File: src/rtl/counter_pkg.sv
// counter_pkg: shared direction/mode constants and terminal-value helper for counter blocks
package counter_pkg;
  localparam logic DIR_UP = 1'b1;
  localparam logic DIR_DOWN = 1'b0;
  localparam int MODE_WRAP = 0;
  localparam int MODE_SAT = 1;
  function automatic int term_val(input int modulus, input logic dir);
    return (dir == DIR_UP) ? modulus - 1 : 0;
  endfunction
endpackage

File: src/rtl/counter_next_val.sv
// counter_next_val: next count value with modulus wrap or saturation at the terminal value
module counter_next_val
  import counter_pkg::*;
#(
  parameter int WIDTH = 4,
  parameter int MODULUS = 16,
  parameter int SATURATE = MODE_WRAP
) (
  input  logic [WIDTH-1:0] q,
  input  logic             up,
  output logic [WIDTH-1:0] nxt,
  output logic             at_term
);
  localparam logic [WIDTH-1:0] MAXV = WIDTH'(MODULUS - 1);
  always_comb begin
    at_term = q == WIDTH'(term_val(MODULUS, up));
    nxt = at_term ? ((SATURATE == MODE_SAT) ? q : ((up == DIR_UP) ? '0 : MAXV))
                  : ((up == DIR_UP) ? q + WIDTH'(1) : q - WIDTH'(1));
  end
endmodule

File: src/rtl/updown_counter_param.sv
// updown_counter_param: cascadable up/down modulus counter with load clamp, sync clear and terminal-count pulse
module updown_counter_param
  import counter_pkg::*;
#(
  parameter int WIDTH = 4,
  parameter int MODULUS = 16,
  parameter int SATURATE = MODE_WRAP
) (
  input  logic             CLK,
  input  logic             CLRBAR,
  input  logic             SCLR,
  input  logic             LOADBAR,
  input  logic             ENP,
  input  logic             ENT,
  input  logic             UP,
  input  logic [WIDTH-1:0] DIC,
  output logic [WIDTH-1:0] QC,
  output logic             RCO,
  output logic             TC_PULSE
);
  localparam logic [WIDTH-1:0] MAXV = WIDTH'(MODULUS - 1);
  if (WIDTH < 2 || WIDTH > 16) begin : g_bad_width
    $error("updown_counter_param: WIDTH must be 2..16");
  end
  if (MODULUS < 2 || MODULUS > (1 << WIDTH)) begin : g_bad_modulus
    $error("updown_counter_param: MODULUS must be 2..2**WIDTH");
  end
  logic [WIDTH-1:0] qc_q, qc_d, nxt;
  logic             tc_q, tc_d, at_term, cnt_en, dic_ok;
  counter_next_val #(.WIDTH(WIDTH), .MODULUS(MODULUS), .SATURATE(SATURATE)) u_next (
    .q(qc_q),
    .up(UP),
    .nxt(nxt),
    .at_term(at_term)
  );
  always_comb begin
    cnt_en = ENP & ENT;
    dic_ok = 32'(DIC) < 32'(MODULUS);
    qc_d = SCLR ? '0 : !LOADBAR ? (dic_ok ? DIC : MAXV) : cnt_en ? nxt : qc_q;
    tc_d = !SCLR & LOADBAR & cnt_en & at_term;
  end
  always_ff @(posedge CLK or negedge CLRBAR) begin
    if (!CLRBAR) begin
      qc_q <= '0;
      tc_q <= 1'b0;
    end else begin
      qc_q <= qc_d;
      tc_q <= tc_d;
    end
  end
  assign QC = qc_q;
  assign RCO = ENT & at_term;
  assign TC_PULSE = tc_q;
endmodule
File: config.mk
export PLATFORM = sky130hd
export DESIGN_NAME = updown_counter_param
export DESIGN_NICKNAME = d
export VERILOG_FILES = /design/src/rtl/counter_pkg.sv /design/src/rtl/counter_next_val.sv /design/src/rtl/updown_counter_param.sv
export SDC_FILE = /design/constraint.sdc
export NUM_CORES = 1
export LEC_CHECK = 0
export ABC_AREA = 1
export CAP_MARGIN = 15
export CORE_AREA = 5 5 42 44
export CTS_CLUSTER_DIAMETER = 150
export DETAILED_ROUTE_END_ITERATION = 12
export DIE_AREA = 0 0 47 49
export PLACE_DENSITY = 0.61
export SYNTH_ARGS = -nofsm -noshare
export SYNTH_HDL_FRONTEND = slang
export SYNTH_SLANG_ARGS = --single-unit
File: constraint.sdc
create_clock -name CLK -period 3.9 [get_ports CLK]
set_clock_uncertainty 0.1 [all_clocks]
set_input_delay 0.78 -clock CLK [delete_from_list [all_inputs] [get_ports CLK]]
set_output_delay 0.78 -clock CLK [all_outputs]
set_load 0.05 [all_outputs]
Yosys cells after proc, flatten, opt, wreduce, memory -nomap -nowiden:

Index checks and enable logic that the tools add are counted.

* add/subtract/negate cells: 2
* equality and inequality tests: 2
* muxes and demuxes: 7
* bitwise operators: 5
* reductions and logical operators: 1

Operator list (count)
* $mux 4: 7
* $and 1x1->1: 5
* $add 4x1->4 const B: 1
* $eq 4x4->1: 1
* $sub 4x1->4 const B: 1
* $ne 3x2->1 const B: 1
* $logic_not 1->1: 1

* flip-flop bits (word level): 5
* logic and storage cells: 19

Depth between registers and ports, before layout:

Gate-level depths: netlist (run 1).

* depth after elaboration: 6
* mapped depth: 8
* gate-level depth less buffers: 8

Modules after synthesis:

A second synthesis (run 1) with hierarchy kept.

* cell total of the unflattened synthesis: 72
* area, all modules: 464.2 µm²

By module, submodules not included
* updown_counter_param: times used 1, cells each 38, area an instance 267.8 µm², seq. area each 125.1 µm²
* counter_next_val: times used 1, cells each 34, area an instance 196.4 µm², seq. area each 0.0 µm²

Worst setup path before layout (run 1):

OpenSTA, ideal clock, no wires.

* path type: input-to-output
* start point: input UP
* end point: output RCO
* arrival: 2213 ps
* setup slack: 807 ps
* stages on the path: 7
* buffers on the path: 0
* cells stage by stage: inv_1 -> ha_1 -> nand2_2 -> clkinv_2 -> nand3_2 -> and2_4 -> nor2_1

* longest elaborated chain between the ends: 3

Ends and longest elaborated chain
* start, declared: RTL line updown_counter_param.sv:15 `input logic UP,`
* $mux 4: RTL line counter_pkg.sv:8 `return (dir == DIR_UP) ? modulus - 1 : 0;`
* $eq 4x4->1: RTL line counter_next_val.sv:16 `at_term = q == WIDTH'(term_val(MODULUS, up));`
* $and 1x1->1: RTL line updown_counter_param.sv:52 `assign RCO = ENT & at_term;`
* end, declared: RTL line updown_counter_param.sv:18 `output logic RCO,`

Every way passes these cells.

Worst setup path after layout (run 1):

Same ends and word-level chain as after synthesis.

==> run metrics, run 1 <==
Die X-Extent about 47 microns; sequential area share after synthesis between 20% and 30%; CTS Buf Count 3; post-route setup TNS 0 ps; Simple-Gate Fraction of Synth Area around 36%; leading area contributor after synthesis dfrtp_1; largest family of logic cells by synthesized area simple AND/OR/NAND/NOR gates; vias in the first global route about 460; WP data required about 3000 ps; die height slightly below 50 microns; clock-pin slew on the worst setup and hold paths roughly 50 ps; most frequent cells in the layout 15 x nand2_1, 15 x clkdlybuf4s50_1, 10 x inv_1; DIE AREA 2300 sq um; Site Rows 14; Net Sw Frac around two fifths; initial antenna violation count 0; GR met2 Demand/Resource roughly 18%; Seq pwr share 29.7%; RSZ-0062 raised after global routing false; Area Overhead vs Synth 49.3%; fin area roughly 640 sq um; Psw approximately 0.000085 W; Seq cells post-synth 5; Cell variety after synth 20; Hold WC Path Type register to register; DP Area around 620 sq um; final hold violations 0; met1 Use GR between 10% and 20%; Largest stage delay, worst path 500 ps; period utilization 87.2%; Int Pwr between 0.0001 and 0.00015 W; Comb power frac roughly 43%; DR DRC count 0; fillcell total ~160; yosys synthesis warning count 0; clk buf depth 2; total grt overflow 0; postcts setup bufs 0; share of layout cells above drive strength 1 15.6%; gpl congestion approximately 0.89; VDD IR max 0.000152 V; post-placement cell count between 80 and 90; # hold bufs at CTS 0; Slew Limit Fails 0; Routed WL 965 microns; Crit. End Element primary output; pwr/cell area roughly 340 nW/um^2; vias per cell roughly 4.5; Setup CP Type primary input to primary output; Finished Layout Cells slightly above 90; first-pass GRT wire length 1.85 mm; HPWL after DPL 842 microns; Final nets between 90 and 100; LEAKAGE around 0.32 nW; Clock Sinks 5; Synth Area in Adders between 10% and 20%; ant diodes 0; Hold Slack ~430 ps; post-CTS resize count 0; # Max-Cap Violations 0; critical path arrival roughly 2500 ps; Post-Synth XOR/XNOR Area under 10%; H-tree Lvls 1; Buffers on Ports 16; Final setup violation count 0; post-synthesis mux area share 0%; Slew headroom about two thirds; compound-cell area share of the yosys netlist a little under an eighth; met3 usage 4.43%; TritonCTS clock tree built; crit-path cells clkdlybuf4s50_1, inv_1, ha_1, nand2_2, clkinv_2, nand3_2, and2_4, nor2_1, buf_12; Clock Latency Late Sink 240 ps; Synth top area share between 20% and 30%; Initial Utilization around 31%; crit path launch type primary input; Synth Instances 58; largest net degree at the start of global routing 9; Tot GR Track Use between 10% and 20%; Synth Area per Inst roughly 7.4 sq um; Final min period about 3400 ps; gr busiest metal met2; Core Box Area 1400 sq um; Avg WL per Cell slightly above 10 microns; CTS root buffer clkbuf_4; outcome completed; number of detailed-route iterations in the first pass 3; top post-synthesis cells by area dfrtp_1 29%, nand2_1 13%, inv_1 8.7%, nand3_2 7.0%, ha_1 5.8%; post-route ant nets 0; CP max FO 4; Iter 0 DRT Violations 6; Slowest cell on crit path clkdlybuf4s50_1; Top-Level Pins 17; syn_nets 72; Fmax between 200 and 300 MHz; worst slew pin tran 505 ps; final core utilization between 40% and 50%; via count between 400 and 500; Mapped Area 432 sq um; Clock power frac a little over a quarter
-- Yosys cell counts --
cell and instances:
a21oi_1 3, and2_4 1, clkbuf_2 1, clkinv_2 1, dfrtp_1 5, fa_1 1
ha_1 2, inv_1 10, nand2_1 15, nand2_2 1, nand3_1 2, nand3_2 3
nand4_1 1, nor2_1 4, nor4_4 1, o211ai_1 2, o21ai_0 1, o21ai_1 2
o22ai_1 1, xnor2_1 1
-- final timing paths --
kind                       slack, ps               from  depth (start not counted)            endpoint
setup / recovery                 500                 UP                          9                 RCO
hold / removal                   430  QC[2]$_DFFE_PN0P_                          2   QC[2]$_DFFE_PN0P_
setup reg to reg                2370  QC[0]$_DFFE_PN0P_                          5   QC[2]$_DFFE_PN0P_
hold reg to reg                  430  QC[2]$_DFFE_PN0P_                          2   QC[2]$_DFFE_PN0P_
max in group asynchronous       2860             CLRBAR                          1  TC_PULSE$_DFF_PN0_
min in group asynchronous        660             CLRBAR                          1   QC[1]$_DFFE_PN0P_
-- power groups by stage --
stage / combinational [W] / clock (W) / sequential (W)
3_3_place_gp: 0.0000956 / 0 / 0.0000662
6_report: 0.0000950 / 0.0000589 / 0.0000649
3_5_place_dp: 0.0000954 / 0 / 0.0000658
2_1_floorplan: 0.0000452 / 0 / 0.0000824
4_1_cts: 0.0000964 / 0.0000613 / 0.0000652
5_1_grt: 0.000107 / 0.0000663 / 0.0000662
-- flip-flops by register name, indices dropped and copies added (netlist names) --
register,flops
QC,4
TC_PULSE,1
-- layer usage --
layer	share of wire (%)	up-vias	wire, microns
met1	44	183	421
met4	0	0	0
met3	6.2	0	60
met2	50	12	482
li1	-	225	-
met5	0	-	0
-- metrics by stage --
stage          power, W  setup WS (ps)
2_1_floorplan  0.000128            807
3_3_place_gp   0.000162            513
3_5_place_dp   0.000161            512
4_1_cts        0.000223            486
5_1_grt        0.000239            368
6_report       0.000219            499
-- cell type report --
class	instances	area (sq um)	area share (%)
multi-input cells	41	259	40.2
repair buffers	16	170	26.4
flip-flops and latches	5	125	19.4
inverters	11	42.5	6.60
clock buffers	3	22.5	3.50
well taps	16	20.0	3.11
clock inverters	1	5.00	0.777
-- logic make-up (layout without fill, tap and decap cells) --
| logic type | Yosys count | count (layout) |
|---|---|---|
| AOI/OAI and AO/OA | 9 | 9 |
| adders and majority gates | 3 | 3 |
| xor gates and xnor gates | 1 | 1 |
| and+or+nand+nor | 28 | 28 |
| buffers and inverters | 12 | 31 |
| DFF | 5 | 5 |
-- critical path, delay by kind of cell --
family	cells	cell delay (ps)
buf+inv	4	840
simple gates	4	530
fa+ha+maj	1	380
Note: power is estimated with default switching activity, not from simulation.
==> run 2: changes to the inputs <==
--- a/config.mk
+++ b/config.mk
@@ -12,6 +12,7 @@
 export DETAILED_ROUTE_END_ITERATION = 12
 export DIE_AREA = 0 0 47 49
 export PLACE_DENSITY = 0.61
+export SKIP_CTS_REPAIR_TIMING = 1
 export SYNTH_ARGS = -nofsm -noshare
 export SYNTH_HDL_FRONTEND = slang
 export SYNTH_SLANG_ARGS = --single-unit
==> results of run 2 <==
The final DEF is identical to that of run 1; final timing and power are the same.
==> run 3: changes to the inputs <==
--- a/config.mk
+++ b/config.mk
@@ -12,7 +12,6 @@
 export DETAILED_ROUTE_END_ITERATION = 12
 export DIE_AREA = 0 0 47 49
 export PLACE_DENSITY = 0.61
-export SKIP_CTS_REPAIR_TIMING = 1
 export SYNTH_ARGS = -nofsm -noshare
 export SYNTH_HDL_FRONTEND = slang
 export SYNTH_SLANG_ARGS = --single-unit
==> results of run 3 <==
The final DEF is identical to that of run 1; final timing and power are the same.
